===== src/rtl/apb3_exti_pkg.sv =====
// Shared peripheral definitions: EXTI register map and the APB3 slave bundle
// also used by the GPIO ports.
package apb3_exti_pkg;

  localparam int EXTI_LINES_MAX = 16;
  localparam int APB_AW         = 3;
  localparam int APB_DW         = 32;

  typedef enum logic [APB_AW-1:0] {
    EXTI_IMR   = 3'd0,
    EXTI_EMR   = 3'd1,
    EXTI_RTSR  = 3'd2,
    EXTI_FTSR  = 3'd3,
    EXTI_SWIER = 3'd4,
    EXTI_PR    = 3'd5,
    EXTI_RSV6  = 3'd6,
    EXTI_RSV7  = 3'd7
  } exti_idx_e;

  typedef struct packed {
    logic [APB_AW-1:0] paddr;
    logic              psel;
    logic              penable;
    logic              pwrite;
    logic [APB_DW-1:0] pwdata;
  } apb_req_t;

  typedef struct packed {
    logic              pready;
    logic [APB_DW-1:0] prdata;
    logic              pslverror;
  } apb_rsp_t;

  // Indices 6 and 7 are unmapped and answer with a slave error.
  function automatic logic exti_idx_err(input logic [APB_AW-1:0] idx);
    return idx >= EXTI_RSV6;
  endfunction

endpackage


===== src/rtl/apb3_exti_if.sv =====
// APB3 slave bundle, word-indexed, shared by the peripheral router.
interface apb3_exti_if;
  import apb3_exti_pkg::*;

  logic [APB_AW-1:0] PADDR;
  logic              PSEL;
  logic              PENABLE;
  logic              PWRITE;
  logic [APB_DW-1:0] PWDATA;
  logic              PREADY;
  logic [APB_DW-1:0] PRDATA;
  logic              PSLVERROR;

  modport slave (
    input  PADDR, PSEL, PENABLE, PWRITE, PWDATA,
    output PREADY, PRDATA, PSLVERROR
  );

  modport master (
    output PADDR, PSEL, PENABLE, PWRITE, PWDATA,
    input  PREADY, PRDATA, PSLVERROR
  );
endinterface


===== src/rtl/apb3_exti_edge_sync.sv =====
// WIDTH-wide 3-flop synchroniser with rise/fall detection on the settled stages.
// Also used by timer capture inputs.
module exti_edge_sync #(
  parameter int WIDTH = 16
) (
  input  logic             clk,
  input  logic             rst,
  input  logic [WIDTH-1:0] d,
  output logic [WIDTH-1:0] rise,
  output logic [WIDTH-1:0] fall
);

  logic [WIDTH-1:0] s1, s2, s3;

  always_ff @(posedge clk) begin
    if (rst) begin
      s1 <= '0;
      s2 <= '0;
      s3 <= '0;
    end else begin
      s1 <= d;
      s2 <= s1;
      s3 <= s2;
    end
  end

  // s1 may be metastable; edges are judged only between s2 and s3.
  assign rise = s2 & ~s3;
  assign fall = ~s2 & s3;

endmodule


===== src/rtl/apb3_exti.sv =====
// APB3 external-interrupt controller: masks, edge selects, pending flags,
// software trigger, per-line IRQs and a one-cycle event pulse.
module apb3_exti
  import apb3_exti_pkg::*;
#(
  parameter int LINES = 16
) (
  input  logic             io_apb_PCLK,
  input  logic             io_apb_PRESET,
  apb3_exti_if.slave       io_apb,
  input  logic [LINES-1:0] pin_i,
  output logic [LINES-1:0] irq_o,
  output logic             irq_any_o,
  output logic             evt_o
);

  apb_req_t  req;
  apb_rsp_t  rsp;
  exti_idx_e idx;

  logic             acc, err, wr, rd;
  logic [LINES-1:0] wdat;
  logic [LINES-1:0] imr, emr, rtsr, ftsr, pr;
  logic [LINES-1:0] rise, fall, hit, clr, swi, pr_nxt;
  logic [1:0]       arm_cnt;
  logic             armed;
  logic             unused_pwdata;

  assign req = '{paddr:   io_apb.PADDR,
                 psel:    io_apb.PSEL,
                 penable: io_apb.PENABLE,
                 pwrite:  io_apb.PWRITE,
                 pwdata:  io_apb.PWDATA};

  assign idx  = exti_idx_e'(req.paddr);
  assign acc  = req.psel & req.penable;
  assign err  = acc & exti_idx_err(req.paddr);
  assign wr   = acc & req.pwrite & ~err;
  assign rd   = acc & ~req.pwrite & ~err;
  assign wdat = req.pwdata[LINES-1:0];

  assign unused_pwdata = ^req.pwdata[APB_DW-1:LINES];

  exti_edge_sync #(.WIDTH(LINES)) u_sync (
    .clk  (io_apb_PCLK),
    .rst  (io_apb_PRESET),
    .d    (pin_i),
    .rise (rise),
    .fall (fall)
  );

  // Edges are ignored until the synchroniser has been refilled after reset.
  assign armed = (arm_cnt == 2'd3);
  assign hit   = {LINES{armed}} & ((rise & rtsr) | (fall & ftsr));

  assign clr    = (wr && idx == EXTI_PR)    ? wdat : '0;
  assign swi    = (wr && idx == EXTI_SWIER) ? wdat : '0;
  assign pr_nxt = (pr & ~clr) | hit | swi;

  always_ff @(posedge io_apb_PCLK) begin
    if (io_apb_PRESET) begin
      imr       <= '0;
      emr       <= '0;
      rtsr      <= '0;
      ftsr      <= '0;
      pr        <= '0;
      arm_cnt   <= '0;
      irq_o     <= '0;
      irq_any_o <= 1'b0;
      evt_o     <= 1'b0;
    end else begin
      if (!armed) arm_cnt <= arm_cnt + 2'd1;
      if (wr) begin
        case (idx)
          EXTI_IMR:  imr  <= wdat;
          EXTI_EMR:  emr  <= wdat;
          EXTI_RTSR: rtsr <= wdat;
          EXTI_FTSR: ftsr <= wdat;
          default:   ;
        endcase
      end
      pr        <= pr_nxt;
      irq_o     <= pr_nxt & imr;
      irq_any_o <= |(pr_nxt & imr);
      // Events come from raw edges only; pending state and IMR play no part.
      evt_o     <= |(hit & emr);
    end
  end

  always_comb begin
    rsp           = '0;
    rsp.pready    = 1'b1;
    rsp.pslverror = err;
    if (rd) begin
      case (idx)
        EXTI_IMR:  rsp.prdata = APB_DW'(imr);
        EXTI_EMR:  rsp.prdata = APB_DW'(emr);
        EXTI_RTSR: rsp.prdata = APB_DW'(rtsr);
        EXTI_FTSR: rsp.prdata = APB_DW'(ftsr);
        EXTI_PR:   rsp.prdata = APB_DW'(pr);
        default:   rsp.prdata = '0;
      endcase
    end
  end

  assign io_apb.PREADY    = rsp.pready;
  assign io_apb.PRDATA    = rsp.prdata;
  assign io_apb.PSLVERROR = rsp.pslverror;

endmodule


===== src/flat_wrapper.sv =====
// flat-port wrapper written by rule: the top's interface ports become plain ports
module apb3_exti_flat import apb3_exti_pkg::*;
#(
  parameter int LINES = 16
)
  (io_apb_PCLK, io_apb_PRESET, pin_i, irq_o, irq_any_o, evt_o, io_apb_PADDR, io_apb_PSEL, io_apb_PENABLE, io_apb_PWRITE, io_apb_PWDATA, io_apb_PREADY, io_apb_PRDATA, io_apb_PSLVERROR);
  apb3_exti_if io_apb_i ();
  input  logic io_apb_PCLK;
  input  logic io_apb_PRESET;
  input  logic [LINES-1:0] pin_i;
  output logic [LINES-1:0] irq_o;
  output logic irq_any_o;
  output logic evt_o;
  input wire logic [$bits(io_apb_i.PADDR)-1:0] io_apb_PADDR;
  input wire logic [$bits(io_apb_i.PSEL)-1:0] io_apb_PSEL;
  input wire logic [$bits(io_apb_i.PENABLE)-1:0] io_apb_PENABLE;
  input wire logic [$bits(io_apb_i.PWRITE)-1:0] io_apb_PWRITE;
  input wire logic [$bits(io_apb_i.PWDATA)-1:0] io_apb_PWDATA;
  output wire logic [$bits(io_apb_i.PREADY)-1:0] io_apb_PREADY;
  output wire logic [$bits(io_apb_i.PRDATA)-1:0] io_apb_PRDATA;
  output wire logic [$bits(io_apb_i.PSLVERROR)-1:0] io_apb_PSLVERROR;
  assign io_apb_i.PADDR = io_apb_PADDR;
  assign io_apb_i.PSEL = io_apb_PSEL;
  assign io_apb_i.PENABLE = io_apb_PENABLE;
  assign io_apb_i.PWRITE = io_apb_PWRITE;
  assign io_apb_i.PWDATA = io_apb_PWDATA;
  assign io_apb_PREADY = io_apb_i.PREADY;
  assign io_apb_PRDATA = io_apb_i.PRDATA;
  assign io_apb_PSLVERROR = io_apb_i.PSLVERROR;
  apb3_exti #(.LINES(LINES)) u_core (.io_apb_PCLK(io_apb_PCLK), .io_apb_PRESET(io_apb_PRESET), .io_apb(io_apb_i), .pin_i(pin_i), .irq_o(irq_o), .irq_any_o(irq_any_o), .evt_o(evt_o));
endmodule

===== config.mk =====
export PLATFORM = sky130hd
export DESIGN_NAME = apb3_exti_flat
export DESIGN_NICKNAME = d
export VERILOG_FILES = /design/src/rtl/apb3_exti_pkg.sv /design/src/rtl/apb3_exti_if.sv /design/src/rtl/apb3_exti_edge_sync.sv /design/src/rtl/apb3_exti.sv /design/src/flat_wrapper.sv
export SDC_FILE = /design/constraint.sdc
export NUM_CORES = 1
export LEC_CHECK = 0
export BUFFER_PORTS_ARGS = -buffer_cell sky130_fd_sc_hd__buf_2
export CAP_MARGIN = 15
export CORE_MARGIN = 1.5
export CORE_UTILIZATION = 52
export CTS_BUF_LIST = sky130_fd_sc_hd__clkbuf_2 sky130_fd_sc_hd__clkbuf_4 sky130_fd_sc_hd__clkbuf_8
export DETAILED_ROUTE_END_ITERATION = 7
export HOLD_SLACK_MARGIN = 0.03
export PLACE_DENSITY = 0.89
export SLEW_MARGIN = 20
export SYNTH_ARGS = -nofsm -noshare
export SYNTH_HDL_FRONTEND = slang
export SYNTH_SLANG_ARGS = --single-unit

===== constraint.sdc =====
create_clock -name io_apb_PCLK -period 1.8 [get_ports io_apb_PCLK]
set_input_delay 0.18 -clock io_apb_PCLK [delete_from_list [all_inputs] [get_ports io_apb_PCLK]]
set_output_delay 0.18 -clock io_apb_PCLK [all_outputs]
set_load 0.005 [all_outputs]

==> flow_summary.toml, run 1 <==
[min_path]
min-delay-path-class = "input pin to flip-flop"
hold_end = "u_core.ftsr[7]"
whs_path_depth = 3
hp-start = "io_apb_PWDATA[7]"

[floorplanning]
fp.dieW_um = 111
core_mm2 = 0.0114
num_rows = 39
start_util_pct = 53.2
die_area_mm2 = 0.0123
ios = 108
die_y_um = 111

[clock_tree]
clock-sinks = 148
cts_buffers = 17
path_clk_slew_ps = 90
htree_levels = 4
cts_root_buf = "clkbuf_8"
tritoncts = "done"
clock_latency_ps = 460
clockBufferDepth = 2

[critical_path]
critical-path-max-stage-delay_ps = 340
r2r_setup_slack_ps = -100
crit_path_end_kind = "flip-flop"
crit_fanout = 18
slowest_stage = "dfxtp_2"
path_class = "flip-flop to flip-flop"
worstPathCellList = "ha_4 -> buf_12 -> nand4b_1 -> nand2_2 -> a221o_1 -> o2bb2ai_2 -> nor4_2 -> a31oi_1"
cp_num_buf_inv = 1
setup.worst_path.start_class = "flip-flop"
crit_required_ps = 2120
r2r_start = "u_core.arm_cnt[1]"
arrival_ps = 2230
reg2reg_to = "u_core.irq_any_o"
cp_top_family = "compound AO/OA/AOI/OAI gates"
rr_worst_depth = 8

[routing]
postRouteAntennaNets = 0
drt_iter0_markers = 736
viasPerCell = 5.81
drc_errors = 0
drt-total-wl_um = 17300
wl_per_cell_um = 17.1
dr.pass1.iters = 7
dr_total_vias = 5865

[logic_synthesis]
synth_seq_cells = 148
syn_inst = 710
synth-xor-area-share_pct = 0.145
synth_top_family_by_area = "simple AND/OR/NAND/NOR gates"
synth_common_cells = "nand2_1, dfxtp_1, a21oi_1"
synth_area_mm2 = 0.00605
synth_top_area_cell = "dfxtp_1"
synth-compound-area-share_pct = 14.0
synth_adder_area_share_pct = 0.207
synth_simple_gate_area_share_pct = 27.1
yosysTopAreaCellShare_pct = 49.0
async_flop_share_pct = 0
synth.mux.area_fraction_pct = 3.02
synth_most_common_cell = "nand2_1"
ys_types = 38
synthFlopType = "dfxtp_1"
yosysSeqAreaShare_pct = 49.0
synth-edff-count = 0
syn_avg_cell_area_um2 = 8.52
synth_warnings = 0
synthTopCellsByArea = "dfxtp_1, nand2_1, nor2b_1"

[cells_and_area]
final_area_mm2 = 0.00782
area_growth_pct = 29.3
drive_gt1_share_pct = 26.1
layout.nets = 910
finalNonFillerCells = 1009
antenna_cells = 0

[pwr]
power_density_mw_per_mm2 = 827
irDropWorstVdd_mv = 0.720
leakagePower_nw = 3.03
power_mw = 6.46

[global_routing]
antenna_found_initial = 0
grt_max_degree = 45
grt_pass1_wl_um = 26400
grt_pass1_vias = 5325
grt_overflow = 0
grtUsageTotal_pct = 27.7

[timing]
fin_ws_ps = -104
final_hold_viol_count = 0
whs_ps = 58.7
max-slew-margin-rel_pct = 46.0
finalSetupViolations = 4
finalCriticalPeriod_ps = 1900
rsz0062_at_grt = "yes"
tightest_slew_ps = 810
finClkSkew_ps = 12.7
drv_slew = 0
fmax_mhz = 525
post-route-period-util_pct = 106

[placed_design]
finalWeightedCongestion = 1.02
portBuffers = 74
dp.cells = 943
dpl.hpwl_um = 11800
post_dp_cell_area_mm2 = 0.00693
place_ws_ps = -203

[status]
status = "finished, violations left"
violations = "setup timing"

[job]
cap_violations = 0
==> tightest hold or removal path, cell delays in order <==
cell	delay [ps]
buf_2	170
nand2_1	80
a21oi_1	50
==> worst max-delay path by stage <==
stage | startpoint | endpoint | slack (ps) | depth (start not counted)
2_1_floorplan | u_core.arm_cnt[0] | u_core.irq_any_o | 3 | 9
5_1_grt | u_core.pr[9] | io_apb_PRDATA[9] | -150 | 6
3_3_place_gp | u_core.arm_cnt[0] | u_core.irq_any_o | -150 | 8
4_1_cts | u_core.arm_cnt[1] | u_core.irq_any_o | -10 | 8
6_report | u_core.arm_cnt[1] | u_core.irq_any_o | -100 | 8
3_5_place_dp | u_core.arm_cnt[0] | u_core.irq_any_o | -200 | 8
==> layer usage <==
| layer | wire, um | share of wire (%) | track usage, % |
|---|---|---|---|
| met5 | 0 | 0 | 0 |
| met4 | 751 | 4.3 | 16.9 |
| met3 | 1560 | 9.0 | 7.87 |
| met2 | 7960 | 46 | 42.2 |
| met1 | 7030 | 41 | 34.7 |
==> sequential cells by signal, summed over array words and instances (netlist names) <==
register,flops
u_core.rtsr,16
u_core.u_sync.s1,16
u_core.u_sync.s3,16
u_core.evt_o,1
u_core.u_sync.s2,16
u_core.irq_any_o,1
u_core.arm_cnt,2
u_core.pr,16
u_core.emr,16
u_core.ftsr,16
u_core.irq_o,16
u_core.imr,16
==> cell usage in the layout (no fill, tap or decap), types with 16 or more instances in the layout <==
cell type / n
clkbuf_8: 20
dfxtp_2: 16
buf_4: 64
buf_2: 72
nand3_1: 19
dlygate4sd3_1: 27
dfxtp_1: 131
nor2b_1: 53
conb_1: 17
a21oi_1: 65
nand2_1: 157
nor2_1: 34
nand4b_1: 32
==> area by class of cell <==
| type | instances | area [um^2] |
|---|---|---|
| multi-input combinational | 498 | 2890 |
| inverter | 13 | 48.8 |
| tap | 143 | 179 |
| fill | 873 | 3550 |
| clock buffer | 23 | 298 |
| sequential | 148 | 2990 |
| clock inverter | 9 | 103 |
| timing repair buffer | 175 | 1320 |
==> kinds of logic after synthesis <==
logic type      count (synthesis)
other cells                     2
mux                            17
compound gates                129
simple gates                  333
xor+xnor                        1
flops                         148
fa+ha+maj                       1
buf+inv                        79
==> metrics by stage <==
stage | utilization, % | TNS [ps]
floorplan | - | 0
global placement | 61.0 | -280
detailed placement | 61.0 | -529
CTS | 67.6 | -15.7
global route | 68.8 | -726
finish | 68.8 | -158
==> what timing repair did <==
action | 4_1_cts | 5_1_grt
hold buffers | 27 | 0
buffers inserted | 2 | 5
gates resized for setup | 14 | 44
setup endpoints to repair | 3 | 17
pin swaps | 11 | 15
hold endpoints to repair | 52 | 0
==> where the power goes <==
| group | switching, mW | internal (mW) | total [mW] |
|---|---|---|---|
| Combinational | 0.274 | 0.240 | 0.514 |
| Clock | 1.19 | 1.38 | 2.57 |
| Sequential | 0.0433 | 3.34 | 3.38 |
| Total | 1.51 | 4.96 | 6.46 |
No activity file was read; power rests on OpenSTA's default activity.
==> run 2, diff against run 1 <==
ABC_AREA = 1   (was unset)
==> run 2 against run 1 <==
- the run now ends clean
- final cell count grew 3.8%
- synthesized area shrank 0.25%
- routed wire length shrank 11%
- non-clock buffer count shrank 52
- flip-flop and latch count is the same
- clock skew shrank 3.4 ps
==> flow_summary.toml, run 2 <==
[status]
status = "complete, no violations"

[floorplanning]
core_mm2 = 0.0114
die_area_mm2 = 0.0123
die_y_um = 111
ios = 108
start_util_pct = 53.1
num_rows = 39
fp.dieW_um = 111

[critical_path]
r2r_start = "u_core.arm_cnt[0]"
path_class = "flip-flop to flip-flop"
cp_num_buf_inv = 2
crit_required_ps = 2110
reg2reg_to = "u_core.evt_o"
critical-path-max-stage-delay_ps = 330
arrival_ps = 2000
crit_path_end_kind = "flip-flop"
r2r_setup_slack_ps = 120
slowest_stage = "dfxtp_1"
crit_fanout = 5
worstPathCellList = "ha_2 -> inv_4 -> buf_12 -> a21oi_1 -> nand2_1 -> nand2_1 -> a21oi_1 -> nand3_1 -> nor2_2 -> nor2_1"
rr_worst_depth = 10
cp_top_family = "simple AND/OR/NAND/NOR gates"
setup.worst_path.start_class = "flip-flop"

[min_path]
hold_end = "u_core.pr[10]"
min-delay-path-class = "input pin to flip-flop"
whs_path_depth = 3
hp-start = "io_apb_PWDATA[10]"

[logic_synthesis]
synth_warnings = 0
synthTopCellsByArea = "dfxtp_1, nor2_1, nand2_1"
synth_top_area_cell = "dfxtp_1"
syn_inst = 789
async_flop_share_pct = 0
yosysSeqAreaShare_pct = 49.1
syn_avg_cell_area_um2 = 7.65
synth_area_mm2 = 0.00603
synth_most_common_cell = "nor2_1"
synth_common_cells = "nor2_1, dfxtp_1, nand2_1"
synthFlopType = "dfxtp_1"
ys_types = 31
yosysTopAreaCellShare_pct = 49.1
synth-edff-count = 0
synth_seq_cells = 148

[timing]
finClkSkew_ps = 9.31
fmax_mhz = 594
final_hold_viol_count = 0
drv_slew = 0
fin_ws_ps = 116
finalCriticalPeriod_ps = 1680
tightest_slew_ps = 626
post-route-period-util_pct = 93.6
finalSetupViolations = 0
max-slew-margin-rel_pct = 58.3

[routing]
drc_errors = 0
wl_per_cell_um = 14.6
dr_total_vias = 5602
drt-total-wl_um = 15300
postRouteAntennaNets = 0
viasPerCell = 5.35
drt_iter0_markers = 644
dr.pass1.iters = 7

[clock_tree]
clock-sinks = 148
htree_levels = 4
tritoncts = "done"
path_clk_slew_ps = 80
clockBufferDepth = 2
cts_buffers = 17
cts_root_buf = "clkbuf_8"
clock_latency_ps = 440

[pwr]
power_mw = 7.07
leakagePower_nw = 3.14
power_density_mw_per_mm2 = 965
irDropWorstVdd_mv = 0.662

[job]
cap_violations = 0

[cells_and_area]
final_area_mm2 = 0.00733
finalNonFillerCells = 1047
final_common_cell = "nor2_1"
drive_gt1_share_pct = 17.8
register_area_mm2 = 0.00296
num-fill-cells = 892
layout.nets = 948
antenna_cells = 0
area_growth_pct = 21.6
multi_input_area_mm2 = 0.00254
finish.utilization_pct = 64.5
layout_common_cells = "nor2_1, dfxtp_1, nand2_1"

[global_routing]
grtUsageTotal_pct = 25.3
antenna_found_initial = 0
grt_pass1_wl_um = 24900
grt_pass1_vias = 5252
grt_overflow = 0
grt_max_degree = 149

[placed_design]
portBuffers = 74
finalWeightedCongestion = 0.864
place_ws_ps = 51.7
post_dp_cell_area_mm2 = 0.00663
dpl.hpwl_um = 10000
dp.cells = 998
## run 2: changes by cell type after synthesis, sizes merged, moves of 32 or more
cell,before,now
nor2,35,176
inv,13,83
a211oi,1,64
nor2b,54,0
a21oi,65,32
nand4b,32,0
## run 2: where the power goes
group	internal (mW)	leakage (nW)	total [mW]	switching (mW)
Sequential	3.35	1.20	3.39	0.0400
Combinational	0.161	1.69	0.432	0.271
Clock	2.00	0.247	3.25	1.25
## run 2: worst max path at each step
stage               cells past startpoint               end               from
floorplan                              13  u_core.irq_any_o  u_core.arm_cnt[0]
global route                           12  u_core.irq_any_o  u_core.arm_cnt[0]
global placement                       12  u_core.irq_any_o  u_core.arm_cnt[0]
detailed placement                     12  u_core.irq_any_o  u_core.arm_cnt[0]
CTS                                    10      u_core.evt_o  u_core.arm_cnt[0]
finish                                 10      u_core.evt_o  u_core.arm_cnt[0]
## run 2: per-layer routing
metal | global-route usage [%] | share of wire (%) | wire length [um] | vias to the layer above
met5 | 0 | 0 | 0 | -
met4 | 12.5 | 3.8 | 579 | 0
met3 | 6.78 | 8.8 | 1350 | 57
met2 | 40.6 | 46 | 7060 | 282
met1 | 31.7 | 41 | 6350 | 2497
li1 | - | - | - | 2766
## run 2: metrics by stage
step           hold slack [ps]  setup TNS (ps)
3_3_place_gp               381               0
6_report                  70.4               0
2_1_floorplan              287               0
4_1_cts                   60.8               0
5_1_grt                   84.8          -0.985
3_5_place_dp               385               0
## run 2: logic make-up (layout without fill, tap and decap cells)
logic type / Yosys count / in the layout / share of synthesized area, %
other: 2 / 17 / 0.125
AO/OA/AOI/OAI: 146 / 146 / 16.8
adder cells (fa/ha/maj): 1 / 1 / 0.207
buffers and inverters: 138 / 238 / 10.0
flip-flops: 148 / 148 / 49.1
AND/OR/NAND/NOR: 353 / 353 / 23.6
XOR/XNOR: 1 / 1 / 0.145
## run 2: area by class of cell
cell class,count,share of cell area (%)
clock buffer,20,3.58
clock inverter,12,3.41
inverter,83,4.28
sequential,148,40.4
tap,143,2.44
multi-input combinational,518,34.7
timing repair buffer,123,11.2
## run 2: what timing repair did
action	CTS	global route
hold buffers	16	0
cloned	0	0
setup buffers	0	1
endpoints found under the hold margin	16	0
setup endpoints to repair	1	3
pin swaps	0	5
resized for setup	1	7
## run 2: tightest hold or removal path: stages
cell and delay, ps:
buf_2 120, nand2_1 80, a31oi_1 80
==> run 3, diff against run 2 <==
SETUP_SLACK_MARGIN = 0.5   (was unset)
==> run 3 against run 2 <==
- register-to-register slack improved by 70 ps
- critical path depth is 2 higher
- largest power group unchanged
- fmax increased by 4.6%
- die area is the same
- via count increased by 7.1%
- count of clock-buffer cells in the layout unchanged
- clock skew grew 3.4 ps
- critical path type unchanged
- highest routed layer unchanged
- largest cell class unchanged
- routed wire length grew 19%
- sequential share of layout area is 2.3 points lower
- flip-flop and latch count unchanged
- total power decreased by 5.2%
==> flow_summary.toml, run 3 (synthesis gave the netlist of run 2 again) <==
[floorplanning]
die_area_mm2 = 0.0123
ios = 108
num_rows = 39
start_util_pct = 53.1
die_y_um = 111
fp.dieW_um = 111
core_mm2 = 0.0114

[critical_path]
cp_top_family = "simple AND/OR/NAND/NOR gates"
worstPathCellList = "ha_4 -> buf_8 -> nand2_4 -> nor2_2 -> nor2_2 -> nand2_1 -> nand2_1 -> nand2_1 -> nor2_1 -> nand2_1 -> nor2_1 -> nor2_1"
crit_required_ps = 2140
crit_path_end_kind = "flip-flop"
critical-path-max-stage-delay_ps = 360
r2r_setup_slack_ps = 190
crit_top_cell = "nand2_1"
slowest_stage = "dfxtp_4"
setup.worst_path.start_class = "flip-flop"
cp_num_buf_inv = 1
crit_fanout = 7
path_class = "flip-flop to flip-flop"
arrival_ps = 1950

[global_routing]
grtUsageTotal_pct = 27.1
grt_pass1_wl_um = 26300
grt_max_degree = 59
grt_pass1_vias = 5552
antenna_found_initial = 0
grt_overflow = 0

[routing]
drt_iter0_markers = 694
drc_errors = 0
dr.pass1.iters = 8
dr_total_vias = 6000
wl_per_cell_um = 17.1
postRouteAntennaNets = 0
drt-total-wl_um = 18300
viasPerCell = 5.62

[timing]
post-route-period-util_pct = 89.4
setup-tns-final_ps = 0
finalSetupViolations = 0
finalCriticalPeriod_ps = 1610
drv_slew = 0
finClkSkew_ps = 12.7
fmax_mhz = 621
rsz0062_at_grt = "yes"
whs_ps = 59.6
final_hold_viol_count = 0

[clock_tree]
clockBufferDepth = 2
tritoncts = "done"
cts_buffers = 17
path_clk_slew_ps = 80
cts_root_buf = "clkbuf_8"
clock-sinks = 148
clock_latency_ps = 460
htree_levels = 4

[cells_and_area]
antenna_cells = 0
final_common_cell = "nor2_1"
num-fill-cells = 793
drive_gt1_share_pct = 32.6
layout_common_cells = "nor2_1, nand2_1, dfxtp_1"
layout.nets = 970
area_growth_pct = 31.5

[pwr]
power_mw = 6.70
irDropWorstVdd_mv = 0.678
leakagePower_nw = 3.33
power_density_mw_per_mm2 = 845

[min_path]
min-delay-path-class = "input pin to flip-flop"

[placed_design]
dpl.hpwl_um = 9910
portBuffers = 74
finalWeightedCongestion = 0.911

[job]
cap_violations = 0

[status]
status = "complete, no violations"
-- run 3: timing repair --
action / in CTS / in global routing
hold buffers: 16 / 0
endpoints found under the hold margin: 16 / 0
setup endpoints to repair: 28 / 40
buffers inserted: 16 / 9
pin swaps: 41 / 43
cloned: 2 / 1
resized for setup: 92 / 80
-- run 3: area by class of cell --
class / count / area (um^2) / area share (%)
flip-flops and latches: 148 / 3020 / 38.1
multi-input cells: 518 / 2890 / 36.5
repair buffers: 145 / 1090 / 13.7
inverters: 83 / 329 / 4.15
clock buffers: 20 / 263 / 3.31
well taps: 143 / 179 / 2.26
clock inverters: 10 / 158 / 1.99
-- run 3: worst register-to-register path: cells and delay by family, from the launching register on --
kind          cells  cell delay (ps)
simple gates     10              810
flops             1              360
fa+ha+maj         1              180
buf+inv           1              150
-- run 3: final timing paths --
path	startpoint	to	depth (start not counted)
worst min-delay path	io_apb_PWDATA[0]	u_core.pr[0]	3
worst min register to register	u_core.u_sync.s1[9]	u_core.u_sync.s2[9]	2
worst max register to register	u_core.arm_cnt[0]	u_core.irq_any_o	12
worst max-delay path	u_core.arm_cnt[0]	u_core.irq_any_o	12
-- run 3: metal layers --
metal / GRT usage, % / vias to the layer above / part of all wire [%]
li1: - / 2798 / -
met2: 43.4 / 416 / 46
met1: 32.7 / 2684 / 38
met4: 13.1 / 0 / 5.0
met5: 0 / - / 0
met3: 9.19 / 102 / 11
-- run 3: per-stage QoR --
| stage | std cells | setup WS [ps] | area [um^2] | utilization [%] |
|---|---|---|---|---|
| 4_1_cts | 1057 | 233 | 7560 | 66.5 |
| 6_report | 1067 | 190 | 7930 | 69.8 |
| 5_1_grt | 1067 | 122 | 7930 | 69.8 |
| 3_5_place_dp | 993 | 12.4 | 6600 | 58.1 |
| 3_3_place_gp | 993 | 80.8 | 6600 | 58.1 |
| 2_1_floorplan | 804 | 346 | 6110 | - |
-- run 3: where the power goes --
part / leakage, nW / switching, mW / internal [mW]
logic: 1.90 / 0.333 / 0.209
registers: 1.22 / 0.0493 / 3.35
clock network: 0.207 / 1.21 / 1.55
total: 3.33 / 1.59 / 5.11
